`src/rtl/reg_file_swap_clr.sv`:
```
// General-purpose register bank: two combinational read ports, one WRITE/SWAP/MOVE
// command port, a sequenced clear engine with busy flag and optional write bypass.
module reg_file_swap_clr #(
    parameter int unsigned W      = 8,
    parameter int unsigned AW     = 4,
    parameter int unsigned BYPASS = 0
) (
    input  logic          clk,
    input  logic          reset,
    input  logic [1:0]    op,
    input  logic [AW-1:0] wr_addr,
    input  logic [W-1:0]  dat_in,
    input  logic [AW-1:0] rd_addrA,
    input  logic [AW-1:0] rd_addrB,
    input  logic          clr_req,
    output logic [W-1:0]  datA_out,
    output logic [W-1:0]  datB_out,
    output logic          busy,
    output logic          drop
);

    localparam int unsigned DEPTH = 2 ** AW;

    typedef enum logic [1:0] {
        OP_NOP   = 2'd0,
        OP_WRITE = 2'd1,
        OP_SWAP  = 2'd2,
        OP_MOVE  = 2'd3
    } op_t;

    typedef enum logic {
        IDLE,
        CLEAR
    } state_t;

    state_t        state;
    logic [AW-1:0] ptr;
    logic [W-1:0]  core [DEPTH];

    assign busy = (state == CLEAR);

    always_ff @(posedge clk) begin
        if (reset) begin
            state <= CLEAR;
            ptr   <= '0;
            drop  <= 1'b0;
        end else begin
            drop <= 1'b0;
            case (state)
                CLEAR: begin
                    core[ptr] <= '0;
                    ptr       <= ptr + 1'b1;
                    if (ptr == '1) begin
                        state <= IDLE;
                    end
                    if (op_t'(op) != OP_NOP) begin
                        drop <= 1'b1;
                    end
                end
                IDLE: begin
                    if (clr_req) begin
                        state <= CLEAR;
                        ptr   <= '0;
                        drop  <= (op_t'(op) != OP_NOP);
                    end else begin
                        // Non-blocking reads give the pre-edge values, so SWAP is atomic
                        // and a self-swap or self-move rewrites the same value.
                        case (op_t'(op))
                            OP_WRITE: core[wr_addr] <= dat_in;
                            OP_SWAP: begin
                                core[rd_addrA] <= core[rd_addrB];
                                core[rd_addrB] <= core[rd_addrA];
                            end
                            OP_MOVE:  core[wr_addr] <= core[rd_addrA];
                            default:  ;
                        endcase
                    end
                end
                default: state <= CLEAR;
            endcase
        end
    end

    always_comb begin
        datA_out = core[rd_addrA];
        datB_out = core[rd_addrB];
        if (busy) begin
            datA_out = '0;
            datB_out = '0;
        end else if (BYPASS != 0 && op_t'(op) == OP_WRITE) begin
            if (rd_addrA == wr_addr) begin
                datA_out = dat_in;
            end
            if (rd_addrB == wr_addr) begin
                datB_out = dat_in;
            end
        end
    end

endmodule

```
`config.mk`:
```
export PLATFORM = sky130hd
export DESIGN_NAME = reg_file_swap_clr
export DESIGN_NICKNAME = d
export VERILOG_FILES = /design/src/rtl/reg_file_swap_clr.sv
export SDC_FILE = /design/constraint.sdc
export NUM_CORES = 1
export LEC_CHECK = 0
export ABC_AREA = 1
export ABC_CLOCK_PERIOD_IN_PS = 3000
export BUFFER_PORTS_ARGS = -buffer_cell sky130_fd_sc_hd__buf_2
export CAP_MARGIN = 15
export CORE_ASPECT_RATIO = 0.5
export CORE_MARGIN = 8
export CORE_UTILIZATION = 45
export DETAILED_ROUTE_END_ITERATION = 10
export HOLD_SLACK_MARGIN = 0.12
export PLACE_DENSITY = 0.62
export SYNTH_ARGS = -nofsm -noshare
export SYNTH_HDL_FRONTEND = slang
export SYNTH_SLANG_ARGS = --single-unit
```
`constraint.sdc`:
```
create_clock -name clk -period 3 [get_ports clk]
set_clock_uncertainty 0.2 [all_clocks]
set_input_delay 0.6 -clock clk [delete_from_list [all_inputs] [get_ports clk]]
set_output_delay 0.6 -clock clk [all_outputs]
set_load 0.03 [all_outputs]
```
==> reports/qor.txt <==
Status: finished clean
Type of origin of the critical path: input port
Setup_tns: 0 ns
Critical-path cell list: buf_2, inv_2, buf_12, nand3_1, nand3_1, nand3_1, a21oi_1, buf_2
Placed cell area: 0.0101 sq mm
Mux contribution to synthesized area: 0%
Post-synthesis adder-cell area fraction: 0.135%
Simple-Gate Fraction of Synth Area: 42.1%
CTS Root Cell: clkbuf_16
Layout cell share with drive strength beyond 1: 13.9%
Tightest Pin Transition: 0.569 ns
Worst Path Required: 2.20 ns
Warnings, synthesis: 0
Row cnt: 37
Hold-critical path endpoint: ptr[1]
Vias: 9337
Area growth, synth to finish: 15.2%
Initial antenna violation count: 0
Synth Area in XOR/XNOR: 0%
Post-cts resize count: 0
Final Hold Fails: 0
Max_cap viols: 0
Vias per cell: 5.44
# fillers: 2006
Synthesized area: 0.00926 sq mm
Vias in the first global route: 8505
Die ar.: 0.0257 sq mm
Nets: 1455
RSZ-0062 raised after global routing: false
Die Ht: 117 um
Multi-input logic area: 0.00439 sq mm
Fin area: 0.0107 sq mm
Pleak: 5.05 nW
Max_slew headroom: 62.0%
Initial drt markers: 1194
Number of synthesized register bits: 134
Count of final setup violators: 0
Worst Path Class, Setup: in -> out
CP endpoint kind: primary output
Critical Path Fanout Max: 34
Worst r2r path cells: 8
GR Util All Layers: 26.2%
PwrDens: 445 mW/mm^2
Final Slew Violations: 0
Total core area: 0.0204 sq mm
CP max-delay cell: a21oi_1
Reg2reg start: busy
Complex-gate fraction of the synthesized area: 5.22%
Post-synthesis sequential area ratio: 42.8%
Min-Delay Startpoint: reset
Post-DR wirelength/cell: 19.9 um
DRC viols: 0
Iteration count of the initial detailed-routing pass: 5
Top Ports: 43
TritonCTS clock tree: built
Initial core utilization: 45.4%
CTS buffer count: 17
Hold Crit Depth: 2
Sink Count: 134
FF-to-FF End: core[12][5]
Hold Path Class: in -> reg
Syn nets: 1395
Final period util: 95.8%
CP max stage delay: 0.27 ns
Largest net degree at the start of global routing: 51
Final wirelength: 34.1 mm
N_diodes: 0
Largest family of logic cells by synthesized area: simple AND/OR/NAND/NOR gates
Max VDD drop: 0.000328 V
Port buffer count: 42
Clock Latency Late Sink: 0.43 ns
Die X: 219 um
Max Fclk: 348 MHz
Reg area: 0.00396 sq mm
Final min period: 2.87 ns
Mean Syn Cell Area: 6.76 sq um
Hpwl dp: 25.1 mm
Hold_buf cts: 0
Top cell by count, worst path: nand3_1
GRT Residual Overflow: 0
Placer Congestion: 1.01
Unique masters post-synth: 30
H-tree depth: 4
Post-route ant nets: 0
First-pass GRT wire length: 51.4 mm
Syn Inst Count: 1369
Clock Tree Buf Depth: 2
WP data arrival: 2.07 ns
Clk pin slew, worst setup/hold paths: 0.06 ns
R2r setup slk: 0.41 ns
# Post-CTS Setup Buffers: 0
## registers in the layout, summed over array words and instances, names as in the netlist
register  cells
busy          1
core        128
drop          1
ptr           4
## worst max path at each step
stage | from | endpoint | cells past startpoint
after global routing | rd_addrA[1] | datA_out[3] | 8
after global placement | clr_req | core[12][6] | 9
after floorplan | op[1] | core[10][0] | 6
after CTS | rd_addrA[1] | datA_out[3] | 8
final | rd_addrA[1] | datA_out[3] | 8
after detailed placement | clr_req | core[12][4] | 9
## metal layers
| metal | vias up | GRT usage [%] | share of wire, % | routed length [um] |
|---|---|---|---|---|
| met1 | 4323 | 38.2 | 45 | 15400 |
| li1 | 4481 | - | - | - |
| met5 | - | 0 | 0 | 0 |
| met4 | 0 | 5.39 | 1.3 | 439 |
| met2 | 494 | 38.1 | 42 | 14400 |
| met3 | 39 | 7.39 | 11 | 3890 |
## per-stage QoR
step / power [W] / hold slack [ns] / setup slack, ns / util (%) / instances
4_1_cts: 0.00473 / 0.214 / 0.134 / 52.3 / 1715
3_5_place_dp: 0.00261 / 0.258 / 0.0908 / 49.4 / 1683
5_1_grt: 0.00487 / 0.225 / 0.0557 / 52.3 / 1715
3_3_place_gp: 0.00261 / 0.260 / 0.161 / 49.4 / 1683
6_report: 0.00475 / 0.233 / 0.126 / 52.3 / 1715
2_1_floorplan: 0.00240 / 0.241 / 0.327 / - / 1369
## kinds of logic after synthesis
logic type | Yosys count
compound gates | 89
buf+inv | 199
flops | 134
simple gates | 946
fa+ha+maj | 1
## layout make-up
type,instances,share of cell area (%)
Clock buffer,17,3.99
Clock inverter,15,1.68
Inverter,133,4.68
Multi-Input combinational cell,1036,41.2
Sequential cell,134,37.2
Tap cell,273,3.20
Timing Repair Buffer,107,8.08
## worst max-delay path: cells and delay by family
family          cells  cell delay, ns
buf+inv             4            0.81
simple gates        3            0.38
compound gates      1            0.27
## power by group
part           internal [W]  switching (W)  total, W  leakage, nW
Combinational      0.000135       0.000389  0.000524         3.38
Sequential          0.00205      0.0000146   0.00206         1.38
Clock               0.00131       0.000850   0.00216        0.288
Total               0.00349        0.00125   0.00475         5.05
## cells in the final DEF, fill, tap and decap left out, drive strengths merged
| master | count |
|---|---|
| buf | 107 |
| dfxtp | 6 |
| clkinv | 7 |
| ha | 1 |
| a211oi | 1 |
| edfxtp | 128 |
| nand3 | 138 |
| nor3 | 1 |
| nand2 | 712 |
| nand4 | 26 |
| clkbuf | 17 |
| inv | 135 |
| o211ai | 3 |
| a22oi | 1 |
| nor2 | 67 |
| o21a | 8 |
| clkinvlp | 3 |
| a21oi | 11 |
| o21ai | 65 |
| bufinv | 3 |
| or2 | 2 |
## cells in the mapped netlist
cell type	number	share of area, %
nor2_2	16	1.1
buf_4	6	0.49
o211ai_1	2	0.16
nand3_1	137	7.4
o21a_1	8	0.65
inv_2	25	1.0
buf_6	11	1.3
inv_1	107	4.3
clkbuf_2	1	0.054
nor2_1	49	2.0
edfxtp_1	128	42
nand2_2	16	1.1
o21ai_0	35	1.9
clkbuf_1	7	0.28
nor2_4	2	0.24
nor3_1	1	0.054
dfxtp_1	6	1.3
a22oi_1	1	0.081
nand2_1	696	28
nand3_2	1	0.11
or2_2	2	0.14
o211ai_2	1	0.14
o21ai_1	30	1.6
buf_1	2	0.081
buf_2	39	2.1
ha_1	1	0.14
a211oi_1	1	0.081
nand4_1	26	1.8
a21oi_1	11	0.59
clkinv_1	1	0.041
Note: power is estimated with default switching activity, not from simulation.
